`src/rtl/miter_drv_pkg.sv`:
```
// Shared definitions for the miter pattern driver: FSM states and the
// x^21+x^19+1 Fibonacci LFSR successor.
package miter_drv_pkg;

    typedef enum logic [1:0] {
        ST_IDLE  = 2'd0,
        ST_APPLY = 2'd1,
        ST_DONE  = 2'd2
    } state_t;

    localparam int LFSR_W = 21;
    localparam int TAP_HI = 20;
    localparam int TAP_LO = 18;

    function automatic logic [LFSR_W-1:0] lfsr_next(input logic [LFSR_W-1:0] v);
        return {v[LFSR_W-2:0], v[TAP_HI] ^ v[TAP_LO]};
    endfunction

endpackage

```
`src/rtl/lfsr21.sv`:
```
// Loadable 21-bit Fibonacci LFSR; load takes priority over step.
module lfsr21
    import miter_drv_pkg::*;
(
    input  logic              clk,
    input  logic              rst,
    input  logic              i_load,
    input  logic [LFSR_W-1:0] i_load_val,
    input  logic              i_step,
    output logic [LFSR_W-1:0] o_q
);

    logic [LFSR_W-1:0] r_q;

    always_ff @(posedge clk or posedge rst) begin
        if (rst) begin
            r_q <= '0;
        end else if (i_load) begin
            r_q <= i_load_val;
        end else if (i_step) begin
            r_q <= lfsr_next(r_q);
        end
    end

    assign o_q = r_q;

endmodule

```
`src/rtl/miter_pattern_driver.sv`:
```
// Drives LFSR vectors into a combinational miter, holds each for SETTLE+1
// cycles, samples the miter output on the last cycle and logs mismatches.
module miter_pattern_driver
    import miter_drv_pkg::*;
#(
    parameter int VEC_W  = 21,
    parameter int CNT_W  = 16,
    parameter int SETTLE = 1
) (
    input  logic             clk,
    input  logic             rst,
    input  logic             start,
    input  logic [VEC_W-1:0] seed,
    input  logic [CNT_W-1:0] num_vectors,
    output logic [VEC_W-1:0] vec_out,
    input  logic             miter_in,
    output logic             busy,
    output logic             done,
    output logic             fail,
    output logic [CNT_W-1:0] fail_count,
    output logic [VEC_W-1:0] first_fail_vec,
    output logic [CNT_W-1:0] first_fail_idx
);

    localparam int HOLD_W = 4;
    localparam logic [HOLD_W-1:0] SETTLE_H = HOLD_W'(SETTLE);
    localparam logic [CNT_W-1:0]  CNT_MAX  = {CNT_W{1'b1}};

    state_t           r_state;
    logic [CNT_W-1:0] r_idx;
    logic [CNT_W-1:0] r_num;
    logic [HOLD_W-1:0] r_hold;
    logic [CNT_W-1:0] r_fail_count;
    logic [VEC_W-1:0] r_first_vec;
    logic [CNT_W-1:0] r_first_idx;
    logic             r_busy;
    logic             r_done;

    logic             w_accept;
    logic             w_sample;
    logic             w_last;
    logic             w_load;
    logic             w_step;
    logic [VEC_W-1:0] w_seed_fix;
    logic [VEC_W-1:0] w_vec;

    assign w_accept   = (r_state == ST_IDLE) && start;
    assign w_sample   = (r_state == ST_APPLY) && (r_hold == SETTLE_H);
    assign w_last     = (r_idx == r_num - CNT_W'(1));
    assign w_load     = w_accept && (num_vectors != '0);
    assign w_step     = w_sample && !w_last;
    // An all-zero seed would lock the LFSR at zero.
    assign w_seed_fix = (seed == '0) ? VEC_W'(1) : seed;

    lfsr21 u_lfsr (
        .clk        (clk),
        .rst        (rst),
        .i_load     (w_load),
        .i_load_val (w_seed_fix),
        .i_step     (w_step),
        .o_q        (w_vec)
    );

    always_ff @(posedge clk or posedge rst) begin
        if (rst) begin
            r_state      <= ST_IDLE;
            r_idx        <= '0;
            r_num        <= '0;
            r_hold       <= '0;
            r_fail_count <= '0;
            r_first_vec  <= '0;
            r_first_idx  <= '0;
            r_busy       <= 1'b0;
            r_done       <= 1'b0;
        end else begin
            case (r_state)
                ST_IDLE: begin
                    if (w_accept) begin
                        r_fail_count <= '0;
                        if (num_vectors != '0) begin
                            r_num       <= num_vectors;
                            r_idx       <= '0;
                            r_hold      <= '0;
                            r_first_vec <= '0;
                            r_first_idx <= '0;
                            r_busy      <= 1'b1;
                            r_state     <= ST_APPLY;
                        end else begin
                            r_done  <= 1'b1;
                            r_state <= ST_DONE;
                        end
                    end
                end
                ST_APPLY: begin
                    r_hold <= r_hold + HOLD_W'(1);
                    if (w_sample) begin
                        if (miter_in) begin
                            if (r_fail_count != CNT_MAX) begin
                                r_fail_count <= r_fail_count + CNT_W'(1);
                            end
                            if (r_fail_count == '0) begin
                                r_first_vec <= w_vec;
                                r_first_idx <= r_idx;
                            end
                        end
                        if (w_last) begin
                            r_busy  <= 1'b0;
                            r_done  <= 1'b1;
                            r_state <= ST_DONE;
                        end else begin
                            r_idx  <= r_idx + CNT_W'(1);
                            r_hold <= '0;
                        end
                    end
                end
                ST_DONE: begin
                    r_done  <= 1'b0;
                    r_state <= ST_IDLE;
                end
                default: begin
                    r_busy  <= 1'b0;
                    r_done  <= 1'b0;
                    r_state <= ST_IDLE;
                end
            endcase
        end
    end

    assign vec_out        = w_vec;
    assign busy           = r_busy;
    assign done           = r_done;
    assign fail           = (r_fail_count != '0);
    assign fail_count     = r_fail_count;
    assign first_fail_vec = r_first_vec;
    assign first_fail_idx = r_first_idx;

endmodule

```
`config.mk`:
```
export PLATFORM = sky130hd
export DESIGN_NAME = miter_pattern_driver
export DESIGN_NICKNAME = d
export VERILOG_FILES = /design/src/rtl/miter_drv_pkg.sv /design/src/rtl/lfsr21.sv /design/src/rtl/miter_pattern_driver.sv
export SDC_FILE = /design/constraint.sdc
export NUM_CORES = 1
export LEC_CHECK = 0
export BUFFER_PORTS_ARGS = -buffer_cell sky130_fd_sc_hd__buf_4
export CAP_MARGIN = 20
export CORE_MARGIN = 10
export CORE_UTILIZATION = 55
export DETAILED_ROUTE_END_ITERATION = 8
export PLACE_DENSITY = 0.8
export SLEW_MARGIN = 20
export SYNTH_ARGS = -nofsm -noshare
export SYNTH_HDL_FRONTEND = slang
export SYNTH_SLANG_ARGS = --single-unit
```
`constraint.sdc`:
```
create_clock -name clk -period 3.9 [get_ports clk]
set_input_delay 0.39 -clock clk [delete_from_list [all_inputs] [get_ports clk]]
set_output_delay 0.39 -clock clk [all_outputs]
set_load 0.02 [all_outputs]
```
### Yosys cells after proc, flatten, opt, wreduce, memory -nomap -nowiden

Cells that the tools add are included.

| word-level totals | value |
|---|---|
| register bits after elaboration | 114 |
| bits in latches | 0 |
| memory bits (writable) | 0 |
| bits in read-only memories | 0 |
| input bits | 41 |
| output and inout port bits | 77 |
| logic and storage cells | 93 |
| memories kept | 0 |

| cells by class | value |
|---|---|
| add/subtract/negate cells | 4 |
| multiply operators | 0 |
| divide/modulo/power cells | 0 |
| order comparisons | 0 |
| equal/unequal tests | 14 |
| shift-type cells | 0 |
| muxes and demuxes | 43 |
| bitwise gates (word level) | 2 |
| reductions and logical operators | 20 |

Operators by type and width:

| operator | count |
|---|---|
| $mux W16 | 11 |
| $mux W21 | 8 |
| $pmux W16 S2 | 3 |
| $pmux W21 S2 | 1 |
| $add A16 B1 Y16 const B | 2 |
| $reduce_bool A16 Y1 | 2 |
| $logic_not A21 Y1 | 1 |
| $eq A16 B16 Y1 | 1 |
| $logic_not A16 Y1 | 1 |
| $mux W4 | 4 |
| $ne A16 B16 Y1 const B | 1 |
| $sub A16 B1 Y16 const B | 1 |
| $reduce_and A5 Y1 | 3 |
| $ne A2 B2 Y1 const B | 6 |
| $reduce_and A3 Y1 | 3 |
| $mux W1 | 8 |
| $mux W2 | 4 |
| $pmux W4 S2 | 1 |
| $ne A2 B1 Y1 const B | 3 |
| $reduce_and A6 Y1 | 1 |
| $add A4 B1 Y4 const B | 1 |
| $eq A4 B1 Y1 const B | 1 |
| $logic_and A1 B1 Y1 | 4 |
| $pmux W2 S2 | 1 |
| other kinds (10) | 11 |

### Depth between registers and ports, before layout

Gate-level depths: netlist (run 1).

| logic depth | value |
|---|---|
| depth in word-level cells | 6 |
| gate-level depth with buffers | 14 |
| mapped depth without buffers | 11 |

### Hierarchy

A second synthesis (run 1) with hierarchy kept.

| second synthesis, totals | value |
|---|---|
| cells, all modules | 662 |
| area total of the unflattened synthesis | 5,929.4 µm² |

By module, submodules not included:

| module | instances | cells an instance | area an instance (µm²) | seq. area each (µm²) |
|---|---|---|---|---|
| miter_pattern_driver | 1 | 569 | 4,942.2 | 2,327.2 |
| lfsr21 | 1 | 93 | 987.2 | 525.5 |

### Worst setup path before layout (run 1)

Ideal clock, no wire load.

| timing path | value |
|---|---|
| path type | flip-flop to flip-flop |
| from | reg r_num[0] |
| to | reg r_idx[6] |
| library setup time | 78 ps |
| arrival | 3,060 ps |
| data required time | 3,822 ps |
| slack | 762 ps |
| stages on the path, launching flop included | 13 |
| buffers on the path | 1 |
| clock period less this slack | 3,138 ps |
| cell sequence | dfrtp_1 -> inv_1 -> ha_1 -> buf_2 -> or4b_1 -> or2_1 -> xnor2_1 -> o221ai_1 -> mux2_2 -> a31oi_4 -> a21oi_4 -> or4_1 -> a21oi_1 |

| between the ends | value |
|---|---|
| word-level cells in the longest chain between the ends | 4 |

Ends and longest elaborated chain:

| what | RTL line | RTL |
|---|---|---|
| from (decl) | miter_pattern_driver.sv:31 | `logic [CNT_W-1:0] r_num;` |
| from (signal assigned) | miter_pattern_driver.sv:81 | `r_num <= num_vectors;` |
| $sub A16 B1 Y16 | miter_pattern_driver.sv:49 | `assign w_last = (r_idx == r_num - CNT_W'(1));` |
| $eq A16 B16 Y1 | miter_pattern_driver.sv:49 |  |
| $ne A2 B2 Y1 (no line) | n/a |  |
| $reduce_and A5 Y1 (no line) | n/a |  |
| to (signal assigned) | miter_pattern_driver.sv:111 | `r_idx <= r_idx + CNT_W'(1);` |
| to (decl) | miter_pattern_driver.sv:30 | `logic [CNT_W-1:0] r_idx;` |

No other way between the ends.
A chain may end at the register's enable or synchronous reset.

### Final worst setup path (run 1)

Ends and elaborated chain as after synthesis.

==> impl_metrics.toml, run 1 <==
[clocking]
cts_buffers = 17
cts_max_level = 4
clkTransAtPathRegs_ps = 50
ctsResizeCount = 0
cts_buffer_depth = 2
cts_root_buf = "clkbuf_8"
cts_tree = "done"
clk_latency_ps = 530
hold_buffers = 0
clkSinkCount = 114
post_cts_buffers = 0

[routing]
finalWirelength_microns = 16170
wire_per_inst_microns = 17.71
drcViolationCount = 0
num_vias = 5347
drtPass1Iterations = 5
drt-initial-drc-count = 577
viasPerCell = 5.857
antenna_left = 0

[power]
seqPwrFrac_pct = 37.3
combinationalPowerShare_pct = 31.4
ir_drop_mv = 0.4709
p_int_w = 0.003330
p_leak_nw = 3.586
switchingPower_w = 0.001849
p_per_area_mw_per_mm2 = 703.9
switching_share_pct = 35.70
clkPwrFrac_pct = 31.3
total_power_w = 0.005179

[timing]
slew_headroom_pct = 47.53
finalHoldViolCount = 0
rsz0062_at_grt = "false"
slew_violations = 0
finClkSkew_ps = 6.310
period_needed_ps = 3625
max_clock_freq_ghz = 0.2759
finalSetupViolations = 0
timing.final.crit_share_pct = 92.94
finalSetupTns_ps = 0
tightest_slew_ps = 787.0
worst_slack_ps = 275.3

[yosys]
ys_async_sr_fraction_pct = 100.0
synth_ff_type = "dfrtp_1"
synth_edf_count = 0
ys_seq_area_share_pct = 49.37
synth-seq-cells = 114
ys_types = 55
yosys_warnings = 0
syn_inst = 662
avgSynthCellArea_sq_um = 8.728
synthTopCellsByArea = "dfrtp_1 (49%), nand2_1 (11%), nand3_1 (4.5%)"
syn_nets = 709
synth.top_cell.area_share_pct = 49.37
synth_area_leader_cell = "dfrtp_1"
syn_area_sq_mm = 0.005778
ys_top_cells_by_count = "nand2_1 (176), dfrtp_1 (114), nand3_1 (52)"
yosysMostFrequentCell = "nand2_1"

[floorplanning]
die-area_sq_mm = 0.01501
die_x_microns = 122.5
die_y_microns = 122.5
io_pins = 118
rows = 37
core_area_sq_mm = 0.01028
start_util_pct = 56.22

[placement]
place_inst = 885
gp_congestion = 0.9142
pre_cts_slack_ps = 354.0
dp_hpwl_microns = 11200
numPortBuffers = 117

[setup_path]
cp_slowest_cell = "or4_1"
crit_path_cell_trace = "inv_1 > ha_1 > or4b_1 > or2_1 > xnor2_1 > o221ai_1 > mux2_2 > a31oi_4 > a21oi_4 > or4_1 > a21oi_1"
critPathMaxFanout = 27
crit_type = "reg -> reg"
required_ps = 4350
start_kind = "flop"
worst_setup_path_end_kind = "flop"
arrival_ps = 4070
slowest_delay_ps = 560

[worst_hold_path]
hold_class = "in -> async"

[final_layout]
final_nets = 815
area_growth_syn_to_layout_pct = 27.33
antenna_cells = 0
drive_gt1_share_pct = 21.88
final_cells = 913
utilization_pct = 71.59

[global_routing]
antenna_found_initial = 0
grt_pass1_vias = 5336
grt_max_degree = 90
grt_pass1_wl_microns = 26630
grtUsageTotal_pct = 22.10
grt_overflow = 0

[status]
status = "completed"

[flow_run]
max-cap-violations = 0
-- critical path, delay by kind of cell (launching register included) --
family | cells | cell delay (ps)
AO/OA/AOI/OAI | 4 | 770
flip-flops | 1 | 410
buffers and inverters | 1 | 80
adder cells (fa/ha/maj) | 1 | 360
XOR/XNOR | 1 | 170
multiplexers | 1 | 320
AND/OR/NAND/NOR | 3 | 1430
-- final timing paths --
kind / startpoint / endpoint / slack (ps) / depth (start not counted)
max: r_num[0] / r_idx[6] / 280 / 11
min: rst / fail_count[13] / 20 / 2
max reg2reg: r_num[0] / r_idx[6] / 280 / 11
min reg2reg: first_fail_idx[9] / first_fail_idx[9] / 460 / 2
max in group asynchronous: rst / r_idx[15] / 3020 / 3
min in group clk: num_vectors[7] / r_num[7] / 60 / 3
-- layout make-up --
class / instances / area (sq um)
multi-input cells: 494 / 2715
inverters: 15 / 61.31
clock inverters: 5 / 125.1
flip-flops and latches: 114 / 2853
clock buffers: 23 / 486.7
fillers: 788 / 2920
repair buffers: 126 / 945.9
well taps: 136 / 170.2
-- cell families after synthesis --
group / after synthesis / share of synthesized area [%]
flip-flops: 114 / 49.37
AO/OA/AOI/OAI: 105 / 11.87
multiplexers: 3 / 0.5630
adder cells (fa/ha/maj): 6 / 1.299
buffers and inverters: 54 / 3.984
AND/OR/NAND/NOR: 348 / 28.06
XOR/XNOR: 32 / 4.850
-- placed cells by master (no fill, tap or decap), types with 2 or more instances in the layout --
cell type and n:
a21oi_1 24, nand3_1 52, xnor2_1 16, and3_1 6, o21a_1 2, dfrtp_1 114
clkbuf_16 16, buf_4 126, and2_1 3, or3_1 13, a22oi_1 15, inv_1 14
xor2_1 16, or4_1 8, nand2b_1 4, a31oi_1 2, and4_1 2, nor4_1 18
o31ai_1 12, mux2_2 2, nand2_1 176, nor3_1 6, nor3b_1 4, or2_2 2
nand4_1 12, o21ai_2 2, bufinv_16 4, ha_1 6, clkbuf_8 6, o21ai_0 32
nor2_1 30, a22o_1 2
-- registers in the layout, indices dropped and copies added, names as in the netlist, 2 cells and up --
signal,count
r_hold,4
r_idx,16
first_fail_idx,16
u_lfsr.o_q,21
r_state,2
r_num,16
first_fail_vec,21
fail_count,16
-- per-stage QoR --
stage | instance area, sq um | hold slack [ps]
3_5_place_dp | 6743 | 457.0
2_1_floorplan | 5778 | 466.5
4_1_cts | 7355 | 47.35
6_report | 7357 | 15.34
5_1_grt | 7357 | 56.41
3_3_place_gp | 6743 | 452.6
-- power groups by stage --
stage               combinational, W  clock, W  sequential [W]
floorplan                   0.000696         0         0.00214
global placement             0.00160         0         0.00192
detailed placement           0.00164         0         0.00193
CTS                          0.00165   0.00163         0.00192
global route                 0.00179   0.00168         0.00198
finish                       0.00163   0.00162         0.00193
-- per-layer routing --
layer | part of all wire, % | wire length, microns | vias up | global-route usage [%]
met5 | 0 | 0 | - | 0
met4 | 1.8 | 293 | 0 | 8.395
met3 | 8.0 | 1290 | 29 | 7.576
met2 | 48 | 7760 | 206 | 35.36
met1 | 42 | 6822 | 2596 | 27.12
li1 | - | - | 2516 | -
Note: power is estimated with default switching activity, not from simulation.
==> run 2: changes to the inputs <==
==> constraint.sdc (replaced) <==
create_clock -name clk -period 3.9 [get_ports clk]
set_input_delay 0.78 -clock clk [delete_from_list [all_inputs] [get_ports clk]]
set_output_delay 0.78 -clock clk [all_outputs]
set_load 0.02 [all_outputs]
==> impl_metrics.toml, run 2 (synthesized netlist as in run 1, its figures left out) <==
[timing]
tightest_slew_ps = 625.8
finalSetupViolations = 0
max_clock_freq_ghz = 0.2746
rsz0062_at_grt = "false"
period_needed_ps = 3641
finalSetupTns_ps = 0
slew_violations = 0
timing.final.crit_share_pct = 93.37
holdWs_ps = 363.1
finalHoldViolCount = 0
finClkSkew_ps = 8.095
slew_headroom_pct = 58.28

[global_routing]
grt_pass1_wl_microns = 27320
grtUsageTotal_pct = 22.64
antenna_found_initial = 0
grt_overflow = 0
grt_pass1_vias = 5448
grt_max_degree = 115

[power]
p_leak_nw = 3.576
ir_drop_mv = 0.5072
switchingPower_w = 0.001903
seqPwrFrac_pct = 37.4
p_int_w = 0.003270
combinationalPowerShare_pct = 32.0
switching_share_pct = 36.79
p_per_area_mw_per_mm2 = 702.9
clkPwrFrac_pct = 30.6

[final_layout]
final_cells = 914
antenna_cells = 0
finish.instance_area_sq_mm = 0.007361
mostFrequentLayoutCell = "nand2_1"
utilization_pct = 71.62
area_growth_syn_to_layout_pct = 27.39
final_nets = 815
drive_gt1_share_pct = 21.98
layout_common_cells = "nand2_1 (176), buf_4 (124), dfrtp_1 (114)"

[setup_path]
critPathMaxFanout = 26
crit_end = "r_idx[11]"
ff2ff_path_depth = 12
worstSetupStartpoint = "r_num[0]"
required_ps = 4280
worstReg2RegEnd = "r_idx[11]"
r2r-start = "r_num[0]"
start_kind = "flop"
crit_type = "reg -> reg"
rrSetupSlack_ps = 260
arrival_ps = 4030
worst_setup_path_end_kind = "flop"

[clocking]
cts_buffer_depth = 2
cts_buffers = 17
clkSinkCount = 114
post_cts_buffers = 0
hold_buffers = 0
cts_max_level = 4
clkTransAtPathRegs_ps = 60
cts_tree = "done"
clk_latency_ps = 530
ctsResizeCount = 0
cts_root_buf = "clkbuf_8"

[routing]
routedLengthMet1_microns = 6965
met2_wirelength_microns = 8100
drtPass1Iterations = 5
top_layer = "met4"
finalWirelength_microns = 16750
num_vias = 5395
wire_per_inst_microns = 18.33
drcViolationCount = 0
wl_met3_microns = 1372
drt-initial-drc-count = 478
viasPerCell = 5.903
antenna_left = 0

[floorplanning]
die_x_microns = 122.5
rows = 37
start_util_pct = 56.22
core_area_sq_mm = 0.01028
die-area_sq_mm = 0.01501
die_y_microns = 122.5
io_pins = 118

[worst_hold_path]
hold_class = "in -> async"

[placement]
place_area_sq_mm = 0.006768
dp_hpwl_microns = 11480
numPortBuffers = 117
gp_congestion = 0.9066
place_inst = 885

[flow_run]
max-cap-violations = 0

[status]
status = "completed"
run 2: power by group through the flow:
| stage | combinational (W) | sequential (W) | clock, W |
|---|---|---|---|
| 6_report | 0.00166 | 0.00193 | 0.00158 |
| 3_3_place_gp | 0.00161 | 0.00192 | 0 |
| 4_1_cts | 0.00168 | 0.00193 | 0.00160 |
| 5_1_grt | 0.00181 | 0.00197 | 0.00165 |
| 2_1_floorplan | 0.000696 | 0.00214 | 0 |
| 3_5_place_dp | 0.00166 | 0.00194 | 0 |
run 2: per-stage QoR:
stage                     power, W  worst slack, ps
after floorplan           0.002832            104.3
after global placement    0.003527            473.1
after detailed placement  0.003598            327.0
after CTS                 0.005199            290.6
after global routing      0.005442            37.39
final                     0.005174            258.7
run 2: how the worst min path moves through the flow:
| stage | from | end | slack (ps) | cells after the start |
|---|---|---|---|---|
| 2_1_floorplan | r_num[15] | r_num[15] | 470 | 2 |
| 3_5_place_dp | first_fail_vec[2] | first_fail_vec[2] | 460 | 2 |
| 3_3_place_gp | first_fail_idx[4] | first_fail_idx[4] | 450 | 2 |
| 5_1_grt | rst | fail_count[14] | 440 | 3 |
| 6_report | rst | fail_count[13] | 360 | 3 |
| 4_1_cts | rst | first_fail_vec[14] | 430 | 3 |
run 2: critical path: stages, from the launching register on:
cell	delay [ps]
dfrtp_1	410
inv_1	90
ha_1	350
or4b_1	550
or2_1	320
xnor2_1	180
o221ai_1	140
mux2_2	320
a31oi_4	260
a21oi_4	190
buf_4	280
o31ai_1	300
a21oi_1	100
run 2: cell type report:
type | instances | area (sq um)
repair buffers | 126 | 970.9
well taps | 136 | 170.2
fillers | 761 | 2917
flip-flops and latches | 114 | 2853
inverters | 15 | 58.81
clock buffers | 19 | 431.7
multi-input cells | 494 | 2715
clock inverters | 10 | 161.4
run 2: routing by layer:
layer	vias to the layer above	global-route usage [%]
met4	0	8.689
met5	-	0
met1	2644	28.07
li1	2508	-
met3	34	7.759
met2	209	35.87
==> run 3: changes to the inputs <==
- clock period: 3.9 -> 4.7 ns (I/O delays scaled with it)
==> impl_metrics.toml, run 3 (synthesized netlist as in run 1, its figures left out) <==
[status]
status = "completed"

[floorplanning]
die_y_microns = 122.5
start_util_pct = 56.22
core_area_sq_mm = 0.01028
die_x_microns = 122.5
io_pins = 118
rows = 37
die-area_sq_mm = 0.01501

[clocking]
ctsResizeCount = 0
cts_max_level = 4
post_cts_buffers = 0
clkTransAtPathRegs_ps = 60
cts_buffers = 17
cts_root_buf = "clkbuf_8"
hold_buffers = 0
clk_latency_ps = 530
clkSinkCount = 114
cts_tree = "done"
cts_buffer_depth = 2

[routing]
viasPerCell = 5.864
drcViolationCount = 0
drt-initial-drc-count = 672
finalWirelength_microns = 16540
wire_per_inst_microns = 18.09
drtPass1Iterations = 5
num_vias = 5360
antenna_left = 0

[final_layout]
final_nets = 813
final_cells = 914
fillers = 787
drive_gt1_share_pct = 21.98
antenna_cells = 0
mostFrequentLayoutCell = "nand2_1"
area_growth_syn_to_layout_pct = 27.09
multi_input_area_sq_mm = 0.002715
layout.area.seq_sq_mm = 0.002853
layout_common_cells = "nand2_1 (176), buf_4 (124), dfrtp_1 (114)"

[setup_path]
arrival_ps = 4210
required_ps = 5130
ff2ff_path_depth = 11
critPathMaxFanout = 45
crit_type = "reg -> reg"
start_kind = "flop"
worst_setup_path_end_kind = "flop"

[timing]
finalSetupTns_ps = 0
timing.final.crit_share_pct = 80.25
worst_slack_ps = 928.2
finalHoldViolCount = 0
tightest_slew_ps = 1094
finalSetupViolations = 0
slew_headroom_pct = 27.10
slew_violations = 0
period_needed_ps = 3772
finClkSkew_ps = 6.986
max_clock_freq_ghz = 0.2651
rsz0062_at_grt = "false"

[power]
combinationalPowerShare_pct = 31.4
switching_share_pct = 36.27
p_int_w = 0.002740
ir_drop_mv = 0.4157
total_power_w = 0.004298
p_leak_nw = 3.578
p_per_area_mw_per_mm2 = 585.4
switchingPower_w = 0.001559
clkPwrFrac_pct = 31.2
seqPwrFrac_pct = 37.4

[placement]
gp_congestion = 0.9040
pre_cts_slack_ps = 940.5
place_inst = 883
dp_hpwl_microns = 11390
numPortBuffers = 117

[global_routing]
grtUsageTotal_pct = 22.48
grt_pass1_wl_microns = 27140
grt_pass1_vias = 5461
grt_max_degree = 57
antenna_found_initial = 0
grt_overflow = 0

[flow_run]
max-cap-violations = 0

[worst_hold_path]
hold_class = "in -> async"
[run 3: metrics by stage]
| step | cell area [sq um] | hold WS (ps) | util (%) |
|---|---|---|---|
| after floorplan | 5778 | 466.5 | - |
| after global placement | 6728 | 451.3 | 65.46 |
| after detailed placement | 6728 | 458.5 | 65.46 |
| after CTS | 7343 | 380.2 | 71.45 |
| after global routing | 7343 | 391.8 | 71.45 |
| final | 7343 | 382.5 | 71.45 |
[run 3: worst max-delay path, cell delays in order, from the launching register on]
cell and delay (ps):
dfrtp_1 420, inv_1 80, ha_1 370, or4b_1 540
or2_1 330, xnor2_1 160, o221ai_1 130, mux2_2 320
a31oi_4 260, a21oi_4 280, or4_1 620, a21oi_1 150
[run 3: layout make-up]
cell class / instances / area share, %
multi-input cells: 494 / 36.97
well taps: 136 / 2.317
repair buffers: 124 / 12.68
inverters: 15 / 0.8008
flip-flops and latches: 114 / 38.85
clock buffers: 21 / 6.253
clock inverters: 10 / 2.130
[run 3: power groups by stage]
stage               Clock, W  Sequential, W  Combinational (W)
CTS                  0.00135        0.00160            0.00137
global placement           0        0.00159            0.00132
finish               0.00134        0.00161            0.00135
floorplan                  0        0.00177           0.000578
global route         0.00140        0.00164            0.00149
detailed placement         0        0.00161            0.00136
[run 3: routing by layer]
metal  GRT usage (%)  part of all wire (%)  vias up  routed length (microns)
met2           36.34                    48      197                     8020
met1           27.41                    43     2626                     7054
met3           7.346                   7.4       25                     1230
li1                -                     -     2512                        -
met5               0                     0        -                        0
met4           8.763                   1.4        0                      231
[run 3: final timing paths]
kind | from | slack [ps] | end
setup / recovery | r_num[0] | 930 | r_idx[14]
setup reg to reg | r_num[0] | 930 | r_idx[14]
hold / removal | rst | 380 | first_fail_vec[1]
max in group asynchronous | rst | 3350 | r_num[6]
min in group clk | first_fail_vec[6] | 470 | first_fail_vec[6]
hold reg to reg | first_fail_vec[6] | 470 | first_fail_vec[6]
